===== src/rtl/audio_pkg.sv =====
// Shared mode encodings and width helpers for the audio mixer slice.
package audio_pkg;

   typedef enum logic [1:0] {
      MODE_MIX  = 2'd0,
      MODE_SOLO = 2'd1,
      MODE_OFF  = 2'd2,
      MODE_TONE = 2'd3
   } mode_e;

   // Largest possible mix sum: every channel on at full volume.
   function automatic int full_f(input int channels, input int volbits);
      return channels * ((1 << volbits) - 1);
   endfunction

   function automatic int sumbits_f(input int channels, input int volbits);
      return $clog2(full_f(channels, volbits) + 1);
   endfunction

   // acc stays below FULL, so acc + level never reaches 2*FULL.
   function automatic int accbits_f(input int channels, input int volbits);
      return $clog2(2 * full_f(channels, volbits));
   endfunction

   function automatic int selbits_f(input int channels);
      return (channels > 1) ? $clog2(channels) : 1;
   endfunction

endpackage


===== src/rtl/audio_mixer_activity.sv =====
// Single-channel activity stretcher: any change of the registered channel
// level (re)loads a hold down-counter; the flag is high while it is non-zero.
module activity_stretch #(
   parameter int HOLDCYCLES = 200_000
) (
   input  logic clk,
   input  logic reset_n,
   input  logic ch_q,
   output logic active
);

   localparam int CNTBITS = $clog2(HOLDCYCLES + 1);

   logic               ch_prev;
   logic [CNTBITS-1:0] hold_cnt;

   // Edge detect against the previous level; a retrigger restarts the hold.
   always_ff @(posedge clk) begin
      if (!reset_n) begin
         ch_prev  <= 1'b0;
         hold_cnt <= '0;
      end else begin
         ch_prev <= ch_q;
         if (ch_q != ch_prev) begin
            hold_cnt <= CNTBITS'(HOLDCYCLES);
         end else if (hold_cnt != '0) begin
            hold_cnt <= hold_cnt - 1'b1;
         end
      end
   end

   assign active = (hold_cnt != '0);

endmodule


===== src/rtl/audio_mixer.sv =====
// N-channel audio mixer: per-channel volume/mute, registered mix sum,
// first-order sigma-delta 1-bit output, solo/off/test-tone modes and
// per-channel activity flags.
//
// state (mode_q) | meaning
// MODE_MIX       | sigma-delta of the summed, volume-weighted channels
// MODE_SOLO      | pwm follows the selected channel directly
// MODE_OFF       | output silent
// MODE_TONE      | square wave, half-period 2^TONEDIV cycles
module audio_mixer
   import audio_pkg::*;
#(
   parameter int CHANNELS   = 4,
   parameter int VOLBITS    = 4,
   parameter int HOLDCYCLES = 200_000,
   parameter int TONEDIV    = 10
) (
   input  logic                                  clk,
   input  logic                                  reset_n,
   input  logic [CHANNELS-1:0]                   ch_in,
   input  logic [CHANNELS*VOLBITS-1:0]           vol,
   input  logic [CHANNELS-1:0]                   mute,
   input  logic [1:0]                            mode,
   input  logic [selbits_f(CHANNELS)-1:0]        sel,
   output logic [sumbits_f(CHANNELS,VOLBITS)-1:0] level,
   output logic                                  pwm,
   output logic [CHANNELS-1:0]                   active
);

   localparam int FULL    = full_f(CHANNELS, VOLBITS);
   localparam int SUMBITS = sumbits_f(CHANNELS, VOLBITS);
   localparam int ACCBITS = accbits_f(CHANNELS, VOLBITS);
   localparam int SELBITS = selbits_f(CHANNELS);

   mode_e               mode_cur;
   mode_e               mode_q;
   logic [CHANNELS-1:0] ch_q;
   logic [ACCBITS-1:0]  acc;
   logic [TONEDIV-1:0]  tone_cnt;

   logic [SUMBITS-1:0]  level_d;
   logic [ACCBITS-1:0]  sum_s;
   logic [ACCBITS-1:0]  acc_d;
   logic [TONEDIV-1:0]  tone_d;
   logic                pwm_d;
   logic                solo_bit;
   logic [VOLBITS-1:0]  solo_vol;

   assign mode_cur = mode_e'(mode);
   assign sum_s    = acc + ACCBITS'(level);

   // Stage-2 level: weighted sum, solo pick, or silence depending on mode.
   always_comb begin
      level_d  = '0;
      solo_bit = 1'b0;
      solo_vol = '0;
      // An out-of-range sel matches no channel and so selects silence.
      for (int i = 0; i < CHANNELS; i++) begin
         if (SELBITS'(i) == sel) begin
            solo_bit = ch_q[i] & ~mute[i];
            solo_vol = vol[i*VOLBITS +: VOLBITS];
         end
      end
      case (mode_cur)
         MODE_MIX: begin
            for (int i = 0; i < CHANNELS; i++) begin
               if (ch_q[i] && !mute[i]) begin
                  level_d = level_d + SUMBITS'(vol[i*VOLBITS +: VOLBITS]);
               end
            end
         end
         MODE_SOLO: level_d = solo_bit ? SUMBITS'(solo_vol) : '0;
         default:   level_d = '0;
      endcase
   end

   // Output stage next state; a mode change parks acc and pwm at zero for one cycle.
   always_comb begin
      pwm_d  = 1'b0;
      acc_d  = '0;
      tone_d = '0;
      if (mode_cur == mode_q) begin
         case (mode_cur)
            MODE_MIX: begin
               if (sum_s >= ACCBITS'(FULL)) begin
                  pwm_d = 1'b1;
                  acc_d = sum_s - ACCBITS'(FULL);
               end else begin
                  acc_d = sum_s;
               end
            end
            MODE_SOLO: pwm_d = solo_bit;
            MODE_TONE: begin
               tone_d = tone_cnt + 1'b1;
               pwm_d  = (&tone_cnt) ? ~pwm : pwm;
            end
            default: pwm_d = 1'b0;
         endcase
      end
   end

   // Pipeline and mode registers.
   always_ff @(posedge clk) begin
      if (!reset_n) begin
         ch_q     <= '0;
         mode_q   <= MODE_MIX;
         level    <= '0;
         acc      <= '0;
         pwm      <= 1'b0;
         tone_cnt <= '0;
      end else begin
         ch_q     <= ch_in;
         mode_q   <= mode_cur;
         level    <= level_d;
         acc      <= acc_d;
         pwm      <= pwm_d;
         tone_cnt <= tone_d;
      end
   end

   for (genvar i = 0; i < CHANNELS; i++) begin : g_act
      activity_stretch #(
         .HOLDCYCLES(HOLDCYCLES)
      ) u_act (
         .clk    (clk),
         .reset_n(reset_n),
         .ch_q   (ch_q[i]),
         .active (active[i])
      );
   end

endmodule


===== config.mk =====
export PLATFORM = sky130hd
export DESIGN_NAME = audio_mixer
export DESIGN_NICKNAME = d
export VERILOG_FILES = /design/src/rtl/audio_pkg.sv /design/src/rtl/audio_mixer_activity.sv /design/src/rtl/audio_mixer.sv
export SDC_FILE = /design/constraint.sdc
export NUM_CORES = 1
export LEC_CHECK = 0
export CAP_MARGIN = 10
export CORE_MARGIN = 3
export CORE_UTILIZATION = 64
export DETAILED_ROUTE_END_ITERATION = 8
export GPL_TIMING_DRIVEN = 0
export PLACE_DENSITY = 0.82
export SLEW_MARGIN = 20
export SYNTH_ARGS = -nofsm -noshare
export SYNTH_HDL_FRONTEND = slang
export SYNTH_SLANG_ARGS = --single-unit
export TNS_END_PERCENT = 10

===== constraint.sdc =====
create_clock -name clk -period 6.8 [get_ports clk]
set_input_delay 1.36 -clock clk [delete_from_list [all_inputs] [get_ports clk]]
set_output_delay 1.36 -clock clk [all_outputs]
set_load 0.005 [all_outputs]

==> results by stage, run 1 <==
Critical path:
- The worst reg2reg path depth is 13.
- STA puts the critical path data arrival time at ~5.3 ns.
- STA classifies the critical path startpoint as an input port.
- The largest individual stage delay along the critical path comes from the cell fa_1.
- The maximum single-stage delay on the critical path is 0.46 ns.
- At the worst endpoint, the required time is 7.04 ns.
- The signal on the critical path passes through clkdlybuf4s50_1 -> nor2b_1 -> and2_1 -> ha_1 -> fa_1 -> mux2_2 -> fa_1 -> mux2_2 -> ha_1 -> a21o_1 -> a21oi_1 -> xnor2_1 -> a21oi_1 -> a2111oi_0.
- Of all nets on the critical path, the largest fanout is 4.
- The worst setup path is captured at a flip-flop.
- The critical path class is in2reg.

Die:
- The die covers 0.0101 mm^2.
- The number of placement rows is 33.
- The number of top-level pins is between 40 and 50.
- The height of the die is 101 um.
- Once the floorplan was initialized, standard cells occupied 67.6% of the core.
- Measured along the x axis, the die boundary spans between 100 and 150 um.
- The core outline area is around 0.0085 mm^2.

Clock tree:
- In this run the post-CTS setup repair buffer count came out at 0.
- The H-tree was split into 3 levels.
- The insertion delay of the later-clocked pin in the worst-skew pair is 0.37 ns.
- The number of hold buffers added after CTS was 0.
- The tree is rooted in a clkbuf_8.
- The CTS tree is yes.
- The clock net in this run drives a total of around 110 sinks.
- The longest clock path from root to sink contains 2 buffers.
- The clock-pin slew on the worst setup and hold paths is ~0.1 ns.
- The number of clock buffers added by TritonCTS is 9.
- The post-cts gate resize count is 0.

Drt:
- The routed wirelength normalized by instance count is ~15 um.
- The post-detailed-route count of antenna-violating nets is 0.
- The total DRC errors in the routed layout is 0.
- The vias per cell is between 5 and 6.
- Across all layers, the routed design uses about 4800 vias.
- The routed design has 12.1 mm of wire.
- The iteration count of the initial detailed-routing pass is 4.
- The initial detailed-routing violation count is 213.

STA:
- The normalized max-slew margin is 50.3%.
- The final cycle utilization of the critical path is ~74%.
- The number of hold violations in the final report is 0.
- The number of max-slew violations in the final report is 0.
- For the pin with the worst max-slew slack, the measured transition is 0.739 ns.
- Setup repair after global routing left no endpoint under its margin.
- Setup violations remaining at the end of the flow were counted as 0.
- On the final layout, the worst clock skew is 0.0119 ns.
- Timing would allow up to 0.198 GHz.
- The final-layout worst hold slack is roughly 0.47 ns.
- The sum of negative setup slack is 0 ns.
- The final period demand of the worst path is ~5.1 ns.

Placement:
- The weighted congestion reported at the end of routability-driven placement is 0.954.
- The number of cells in the design after placement is 800.
- During placement, the flow inserted port buffers numbering 38.
- After legalization and detailed placement, the total HPWL measured just over 9 mm.

Logic synthesis:
- The flop and latch count out of synthesis is 106.
- Synthesis produced a netlist with a net count of roughly 720.
- The post-synthesis sequential area ratio is 37.1%.
- In this run, synthesis inferred 0 flip-flops with an integrated enable.
- The average footprint of a synthesized cell is 8.71 um^2.
- Synthesis handed over a netlist of 657 instances.
- The cell area after synthesis is approximately 0.0057 mm^2.
- For this run, the leading register cell type out of synthesis is dfxtp_1.
- The unique cell type count in the Yosys netlist is 68.
- The Yosys warning count is 0.
- Counting flops with an async set or reset pin after synthesis yields a share of 0%.

Layout:
- Counting the fill cells in the layout gives around 600.
- The share of cells above drive strength 1 is under 10%.
- The final cell count without fillers is 814.
- Leaving out fill and tap cells, the most frequent cells in the layout are dfxtp_1, nor2_1, xnor2_1, a21oi_1, clkdlybuf4s50_1.
- The sequential cell area is 0.00212 mm^2.
- After the last flow step, the layout net total stands at 765.
- The library cell used most frequently in the layout, excluding fill and tap cells, is dfxtp_1.
- The area growth from synthesis to final layout is 12.9%.
- The number of antenna diodes in the final layout is 0.
- Summing all multi-input logic gate instances after layout gives 0.00339 mm^2.

Power:
- The maximum resistive drop on vdd is 0.000139 V.
- The static leakage power is 2.48 nW.
- Dividing total power by cell area gives a power density of 343 mW/mm^2.

GRT:
- The initial antenna violation count came to 0.
- Global routing consumed, over all layers together, 25.6% of the routing resources.
- The aggregate global routing overflow is 0.
- The pin count of the biggest net entering global routing is 17.
- The number of global-route vias before repair is 4904.
- The global-route wire length before repair is ~21 mm.

Worst hold path:
- The instance count along the most critical hold path is 1.
- In this run the worst hold path is classified as reg2reg.

Status:
- The flow ran to the end, and the final reports show no timing, DRC or antenna violations.

Job:
- The max-capacitance violation count is 0.
==> worst max-delay path, delay by kind of cell <==
kind,cells,cell delay [ns]
adder cells (fa/ha/maj),4,1.37
XOR/XNOR,1,0.15
buffers and inverters,1,0.44
AO/OA/AOI/OAI,4,0.93
AND/OR/NAND/NOR,2,0.43
multiplexers,2,0.62
==> power by group <==
part / total (mW) / internal [mW] / switching (mW)
Sequential: 0.875 / 0.752 / 0.123
Clock: 0.443 / 0.241 / 0.202
Combinational: 0.899 / 0.415 / 0.484
Total: 2.22 / 1.41 / 0.810
==> layout make-up <==
type                            instances  share of cell area, %
Multi-Input combinational cell        505                   52.5
Clock buffer                            9                   1.92
Timing Repair Buffer                   38                   5.88
Buffer                                 21                   1.78
Sequential cell                       106                   32.8
Clock inverter                          5                   1.61
Tap cell                              105                   2.03
Inverter                               25                   1.45
==> path summary, 6_finish.rpt <==
kind	to	slack [ns]	startpoint
worst min register to register	tone_cnt[0]	0.47	tone_cnt[0]
worst max-delay path	level[3]	1.74	mute[0]
worst max register to register	level[3]	2.72	ch_q[0]
worst min-delay path	tone_cnt[0]	0.47	tone_cnt[0]
==> Yosys cell counts (all sizes together) (3+ instances only) <==
master  instances  area share [%]
a21oi          43             3.8
a211oi          6            0.79
ha             25             5.5
nor3           25             2.3
a21boi          3            0.39
buf             9             1.2
xnor2          45             6.9
mux2            6             1.2
nand2b          6            0.66
or3            18             2.1
nor4           15             1.7
nand3b          9             1.2
nor2           89             5.8
a21o            5            0.66
xor2           27             4.1
clkbuf         12            0.79
mux2i           3            0.52
o21a            6            0.79
fa              4             1.4
dfxtp         106              37
nor2b           9            0.98
nand3          20             1.8
and2           15             1.6
inv            25             1.6
o21ai          20             1.7
o31ai           3            0.48
nor3b           3            0.39
or4            12             1.7
o211ai          3            0.39
mux4            5             2.0
nand2          35             2.3
a31oi           5            0.55
o22ai           3            0.33
or2             7            0.76
==> kinds of logic after synthesis <==
family          after synthesis  share of synthesized area [%]
compound gates              115                           12.7
xor+xnor                     72                           11.0
fa+ha+maj                    29                           6.86
buf+inv                      46                           3.65
flops                       106                           37.1
mux                          14                           3.67
simple gates                275                           25.0
==> registers in the layout (all words and copies together), names as in the netlist <==
register,cells
g_act.u_act.ch_prev,4
tone_cnt,10
mode_q,2
ch_q,4
g_act.u_act.hold_cnt,72
acc,7
level,6
pwm,1
==> per-layer routing <==
| metal | GRT usage, % | routed length (um) |
|---|---|---|
| met1 | 30.5 | 5340 |
| met2 | 46.0 | 6110 |
| met3 | 4.84 | 438 |
| met4 | 8.50 | 234 |
| met5 | 0 | 0 |
==> through the flow <==
step / utilization (%) / worst slack (ns) / area (um^2) / total power, mW
floorplan: - / 2.25 / 5730 / 1.57
global placement: 73.7 / 1.53 / 6240 / 1.72
detailed placement: 73.7 / 1.38 / 6240 / 1.77
CTS: 76.4 / 1.74 / 6460 / 2.22
global route: 76.4 / 1.54 / 6460 / 2.38
finish: 76.4 / 1.74 / 6460 / 2.22
No activity file was read; power rests on OpenSTA's default activity.
==> run 2, diff against run 1 <==
Settings changed: CORE_UTILIZATION 64 to 59, PLACE_DENSITY 0.82 to 0.76.
Clock period 6.8 ns to 4.7 ns, I/O delays scaled along.
==> results by stage, run 2 (synthesis gave the netlist of run 1 again) <==
STA:
- Setup violations remaining at the end of the flow were counted as 0.
- Setup repair after global routing left no endpoint under its margin.
- The actual transition at the worst max-transition pin is 0.686 ns.
- Clock skew on the completed layout was measured at 0.0103 ns.
- Hold is met by 0.471 ns.
- The normalized max-slew margin is 53.9%.
- The number of hold violations in the final report came to 0.
- The number of max-slew violations in the final report is 0.
- After layout, the worst setup slack is 0.109 ns.
- Counting I/O delays and the setup requirement, the final critical path takes about 4.6 ns.
- The final cycle utilization of the critical path is 97.7%.
- The peak clock frequency supported by timing is approximately 0.22 GHz.

Status:
- The flow ran to the end, and the final reports show no timing, DRC or antenna violations.

GRT:
- Entering global routing, the biggest net connects 17 pins.
- After global routing the overflow that remains totals 0.
- The initial antenna violation count is 0.
- The global-route wire length before repair is 20.3 mm.
- The number of global-route vias before repair was between 4000 and 5000.
- Global routing consumed, over all layers together, 22.1% of the routing resources.

Die:
- The overall die area is 0.0109 mm^2.
- Row generation in the floorplan step produced 35 rows.
- The height of the die is 105 um.
- For this configuration, the core starts out at a cell density of 61.4%.
- The die is 105 um wide.
- The core outline area is 0.00933 mm^2.
- 41 I/O pins were placed.

Placement:
- The placed wire-length estimate after detailed placement is 8.88 mm.
- The area after detailed placement is around 0.0063 mm^2.
- The weighted congestion reported at the end of routability-driven placement is 0.947.
- During placement, the flow inserted port buffers numbering 38.
- The worst setup timing slack at the placement stage is -0.232 ns.
- Once placement completed, the tool counted placed cells totaling between 800 and 900.

Critical path:
- The maximum single-stage delay on the critical path is 0.45 ns.
- STA classifies the critical path endpoint as a flip-flop.
- The type of origin of the critical path is an input port.
- The top fanout value on the critical path is 4.
- The most repeated library cell on the critical path is mux2_2.
- The data required time of the critical path is approximately 5 ns.
- The critical path is of the in2reg type.
- In this run the register-to-register setup slack is 0.67 ns.
- The cell at the slowest stage of the critical path is fa_1.
- The signal on the critical path passes through clkdlybuf4s50_1 -> nor2b_2 -> and2_1 -> ha_1 -> fa_1 -> mux2_2 -> fa_1 -> mux2_2 -> ha_1 -> a21o_1 -> a21oi_1 -> nor2b_1 -> o21ai_0 -> mux2_2 -> nor2_1.
- STA puts the critical path data arrival time at around 4.9 ns.

Layout:
- The register with the most flip-flops in the final layout is g_act.u_act.hold_cnt.
- The library cell used most frequently in the layout, excluding fill and tap cells, is dfxtp_1.
- The share of cells above drive strength 1 is 7.46%.
- The flip-flop count of the largest register after layout is 72.
- Registers take ~0.0021 mm^2.
- The largest registers in the layout are g_act.u_act.hold_cnt (72), tone_cnt (10), acc (7).
- Counting the fill cells in the layout gives between 700 and 800.
- The number of antenna diodes is 0.
- Summing all non-filler instances in the final layout gives an area of 0.00645 mm^2.
- The library cells used most frequently in the layout, excluding fill and tap cells, are dfxtp_1, nor2_1, xnor2_1, a21oi_1, clkdlybuf4s50_1.
- The area growth from synthesis to final layout is 12.7%.
- The final-stage net count is 765.
- The multi-input gate area in the final layout is 0.00340 mm^2.
- After the flow finishes, the layout carries non-filler instances totaling 839.

Job:
- The max-capacitance violation count is 0.

Drt:
- After detailed routing, the number of vias per cell comes to between 5 and 6.
- The post-detailed-route count of antenna-violating nets is 0.
- For this run, design rule violations remaining after detail routing come to 0.
- Dividing the detail-routed wire length by the instance count gives about 14 um.
- The vias after detailed routing is 4729.
- The routed wire length is between 10 and 15 mm.
- The initial detailed-routing violation count is 169.
- The iteration count of the initial detailed-routing pass is 4.

Clock tree:
- The clock root buffer is clkbuf_8.
- The number of buffers added by the clock tree synthesis step is 9.
- The CTS tree is yes.
- The clock net in this run drives a total of ~110 sinks.
- The insertion delay of the later-clocked pin in the worst-skew pair is 0.37 ns.
- After clock tree synthesis, the clock-pin slew on the worst setup and hold paths is 0.08 ns.
- The number of levels the H-tree was split into is 3.
- The number of buffers between clock root and the deepest sink is 2.
- The buffers inserted during post-CTS setup optimization is 0.

Power:
- The analysis attributes to cell leakage a power of ~2.5 nW.
- The total power is 3.05 mW.
- For this design the ratio of total power to cell area is 473 mW/mm^2.
- IR analysis of the VDD net gives a maximum drop of 0.000246 V.

Worst hold path:
- The min-delay analysis places its worst path in the category reg2reg.
-- run 2: changes by cell type in the layout (fill, tap and decap cells not counted) --
cell	before	now
inv_6	1	0
a2111oi_1	0	1
a2111oi_0	2	1
nor2b_2	0	1
clkinv_2	1	2
o21ai_0	19	18
clkinv_4	0	2
bufinv_16	3	0
nor2b_1	9	8
clkbuf_8	9	11
o21ai_1	1	2
-- run 2: cell type report --
| cell class | count | area share (%) |
|---|---|---|
| tap | 129 | 2.50 |
| timing repair buffer | 38 | 5.90 |
| multi-input combinational | 505 | 52.7 |
| inverter | 25 | 1.45 |
| clock buffer | 11 | 2.35 |
| clock inverter | 4 | 0.427 |
| buffer | 21 | 1.78 |
| sequential | 106 | 32.9 |
-- run 2: final timing paths --
path,startpoint,endpoint,depth (start not counted)
max,mute[0],level[5],15
min,tone_cnt[0],tone_cnt[0],1
max reg2reg,ch_q[0],level[5],14
min reg2reg,tone_cnt[0],tone_cnt[0],1
-- run 2: timing repair --
action | CTS | global route
endpoints found under the setup margin | 0 | 3
gates resized for setup | 0 | 3
hold buffers | 0 | 0
-- run 2: metal layers --
layer / global-route usage (%) / share of wire (%) / vias up
met3: 5.09 / 4.0 / 20
li1: - / - / 2416
met4: 7.12 / 2.4 / 0
met2: 37.7 / 48 / 92
met5: 0 / 0 / -
met1: 27.7 / 46 / 2201
-- run 2: critical path, delay by kind of cell --
kind | cells | cell delay (ns)
fa+ha+maj | 4 | 1.34
mux | 3 | 0.98
buf+inv | 1 | 0.43
simple gates | 4 | 0.55
compound gates | 3 | 0.63
-- run 2: through the flow --
stage / TNS, ns / utilization (%)
6_report: 0 / 69.1
3_5_place_dp: -0.615 / 67.2
5_1_grt: 0 / 69.1
4_1_cts: 0 / 69.1
2_1_floorplan: 0 / -
3_3_place_gp: -0.443 / 67.2
-- run 2: power by group --
part	internal [mW]	switching (mW)	leakage (nW)	total, mW
registers	1.09	0.176	0.870	1.26
clock network	0.219	0.293	0.0951	0.512
logic	0.599	0.675	1.50	1.27
==> edit (config.mk and constraints of run 2) <==
Take the reset off `ch_q` and load it in a clocked block of its own.
--- a/src/rtl/audio_mixer.sv
+++ b/src/rtl/audio_mixer.sv
@@ -102,20 +102,22 @@
    // Pipeline and mode registers.
    always_ff @(posedge clk) begin
       if (!reset_n) begin
-         ch_q     <= '0;
          mode_q   <= MODE_MIX;
          level    <= '0;
          acc      <= '0;
          pwm      <= 1'b0;
          tone_cnt <= '0;
       end else begin
-         ch_q     <= ch_in;
          mode_q   <= mode_cur;
          level    <= level_d;
          acc      <= acc_d;
          pwm      <= pwm_d;
          tone_cnt <= tone_d;
       end
+   end
+
+   always_ff @(posedge clk) begin
+      ch_q <= ch_in;
    end
 
    for (genvar i = 0; i < CHANNELS; i++) begin : g_act
Function: changed (a bounded check fails within 4 cycles, from zero or initial values and one cycle with reset_n low).
==> edit against run 2 <==
Routed wire length is 5.7% higher; worst hold slack barely moved; sequential cell count did not move; synthesized area down 0.26%; power shrank 24%; setup slack lost 0.00072 ns; critical path depth unchanged; final area increased by 0.80%; register-to-register slack got worse by 0.02 ns.
==> edit: results (changes against run 2) <==
Largest regs g_act.u_act.hold_cnt x72, tone_cnt x10, acc x7; WP data arrival 4.83 ns (-0.05 ns); first-pass GRT wire length 20,530 µm (+0.98%); worst vdd ir 0.1668 mV (-32%); Port Buf Inserts 38 (unchanged); vias per inst 5.784 (+2.6%); Yosys cell types 66 (-2.9%); HPWL Detailed 8983 µm (+1.2%); initial antenna violation count 0 (unchanged); H-tree depth 3 (unchanged); RR Endpoint level[5]; Final Routed Wirelength 12,170 µm (+5.7%); RePlAce Congestion 0.8903 (-6.0%); Area after DPL 6252 µm² (-0.24%); worst-margin pin slew 0.8888 ns (+0.2027 ns); Reg2Reg Launch Point ch_q[0]; share of cells above drive strength 1 7.303% (-0.16 points); Leakage 0.002475 µW (+0.59%); nets@finish 766 (+0.13%); clock skew 0.01503 ns (+0.004711 ns); crit path from mute[0]; first-pass iteration count of the detailed router 5 (+1); top post-synthesis cells by count dfxtp_1, nor2_1, a21oi_1; final-layout fill cell count 752 (-2.7%); reg2reg setup slack 0.65 ns (-0.02 ns); status completed; sequential element share of the synthesized area 37.16% (+0.097 points); Logic pwr share 28.6% (-13 points); Total Routing Usage GR 22.32% (+0.19 points); Top Family by Delay on Critical Path adder cells; Tcrit/Tclk final 97.70% (about the same); synth top area cells dfxtp_1, xnor2_1, nor2_1, ha_1, a21oi_1; clock-net power 590 µW (+15%); starting DRC count in detailed routing 246 (+46%); vias in the first global route 4,663 (+1.3%); Reg clk slew, reported paths 0.10 ns (+0.02 ns); Pwr Density 356.4 nW/µm² (-25%); cts bufs inserted 9 (unchanged); switch share 31.93% (-5.6 points)
-- edit: cell count changes after synthesis, sizes merged, moves of 4 or more --
cell    change
buf         -4
or4         -6
or3         -6
o211ai      +4
or2         -4
nor3b       +4
nor3        -4
and3        +6
nand3b      -5
nand3       +4
-- edit: worst reg2reg max path, delay by kind of cell, from the launching register on --
kind / cells / cell delay, ns
fa+ha+maj: 4 / 1.33
simple gates: 2 / 0.45
flops: 1 / 0.42
mux: 2 / 0.51
buf+inv: 1 / 0.06
compound gates: 5 / 1.17
-- edit: final cells by class --
| type | count | area, µm² | area share [%] |
|---|---|---|---|
| Multi-Input combinational cell | 505 | 3426 | 52.69 |
| Sequential cell | 106 | 2122 | 32.64 |
| Timing Repair Buffer | 39 | 387.9 | 5.966 |
| Clock buffer | 13 | 168.9 | 2.598 |
| Tap cell | 129 | 161.4 | 2.483 |
| Inverter | 26 | 97.59 | 1.501 |
| Buffer | 20 | 91.34 | 1.405 |
| Clock inverter | 3 | 46.29 | 0.7121 |
-- edit: logic make-up (layout without fill, tap and decap cells) --
family | count (synthesis) | in the layout | synth area share, %
xor+xnor | 68 | 68 | 10.43
buf+inv | 46 | 101 | 3.308
fa+ha+maj | 29 | 29 | 6.880
simple gates | 270 | 270 | 24.47
flops | 106 | 106 | 37.16
compound gates | 120 | 120 | 13.34
mux | 18 | 18 | 4.404
-- edit: how the worst max path moves through the flow --
stage	end	cells after the start
after CTS	level[5]	15
after detailed placement	level[5]	15
after global placement	level[5]	15
final	level[5]	15
after floorplan	level[5]	14
after global routing	level[5]	15
-- edit: metrics by stage --
step           hold WS (ns)  std cells  setup TNS, ns  setup slack (ns)
2_1_floorplan        0.4298        657              0            0.4556
3_3_place_gp         0.4459        824         -1.068           -0.5926
3_5_place_dp         0.4539        824         -1.116           -0.6120
4_1_cts              0.4784        841              0           0.08212
5_1_grt              0.5054        841        -0.1219          -0.07209
6_report             0.4714        841              0            0.1080
-- edit: metal layers --
| layer | GRT usage (%) | vias to the layer above | share of wire (%) |
|---|---|---|---|
| li1 | - | 2434 | - |
| met1 | 27.01 | 2293 | 44 |
| met2 | 40.50 | 121 | 50 |
| met3 | 2.917 | 16 | 3.9 |
| met4 | 7.597 | 0 | 1.8 |
| met5 | 0 | - | 0 |
-- edit: repair_timing --
| item | in CTS | in global routing |
|---|---|---|
| resized for setup | 3 | 6 |
| endpoints found under the setup margin | 2 | 2 |
| pin swaps | 1 | 4 |
| gates cloned | 0 | 0 |
| buffers inserted | 1 | 0 |
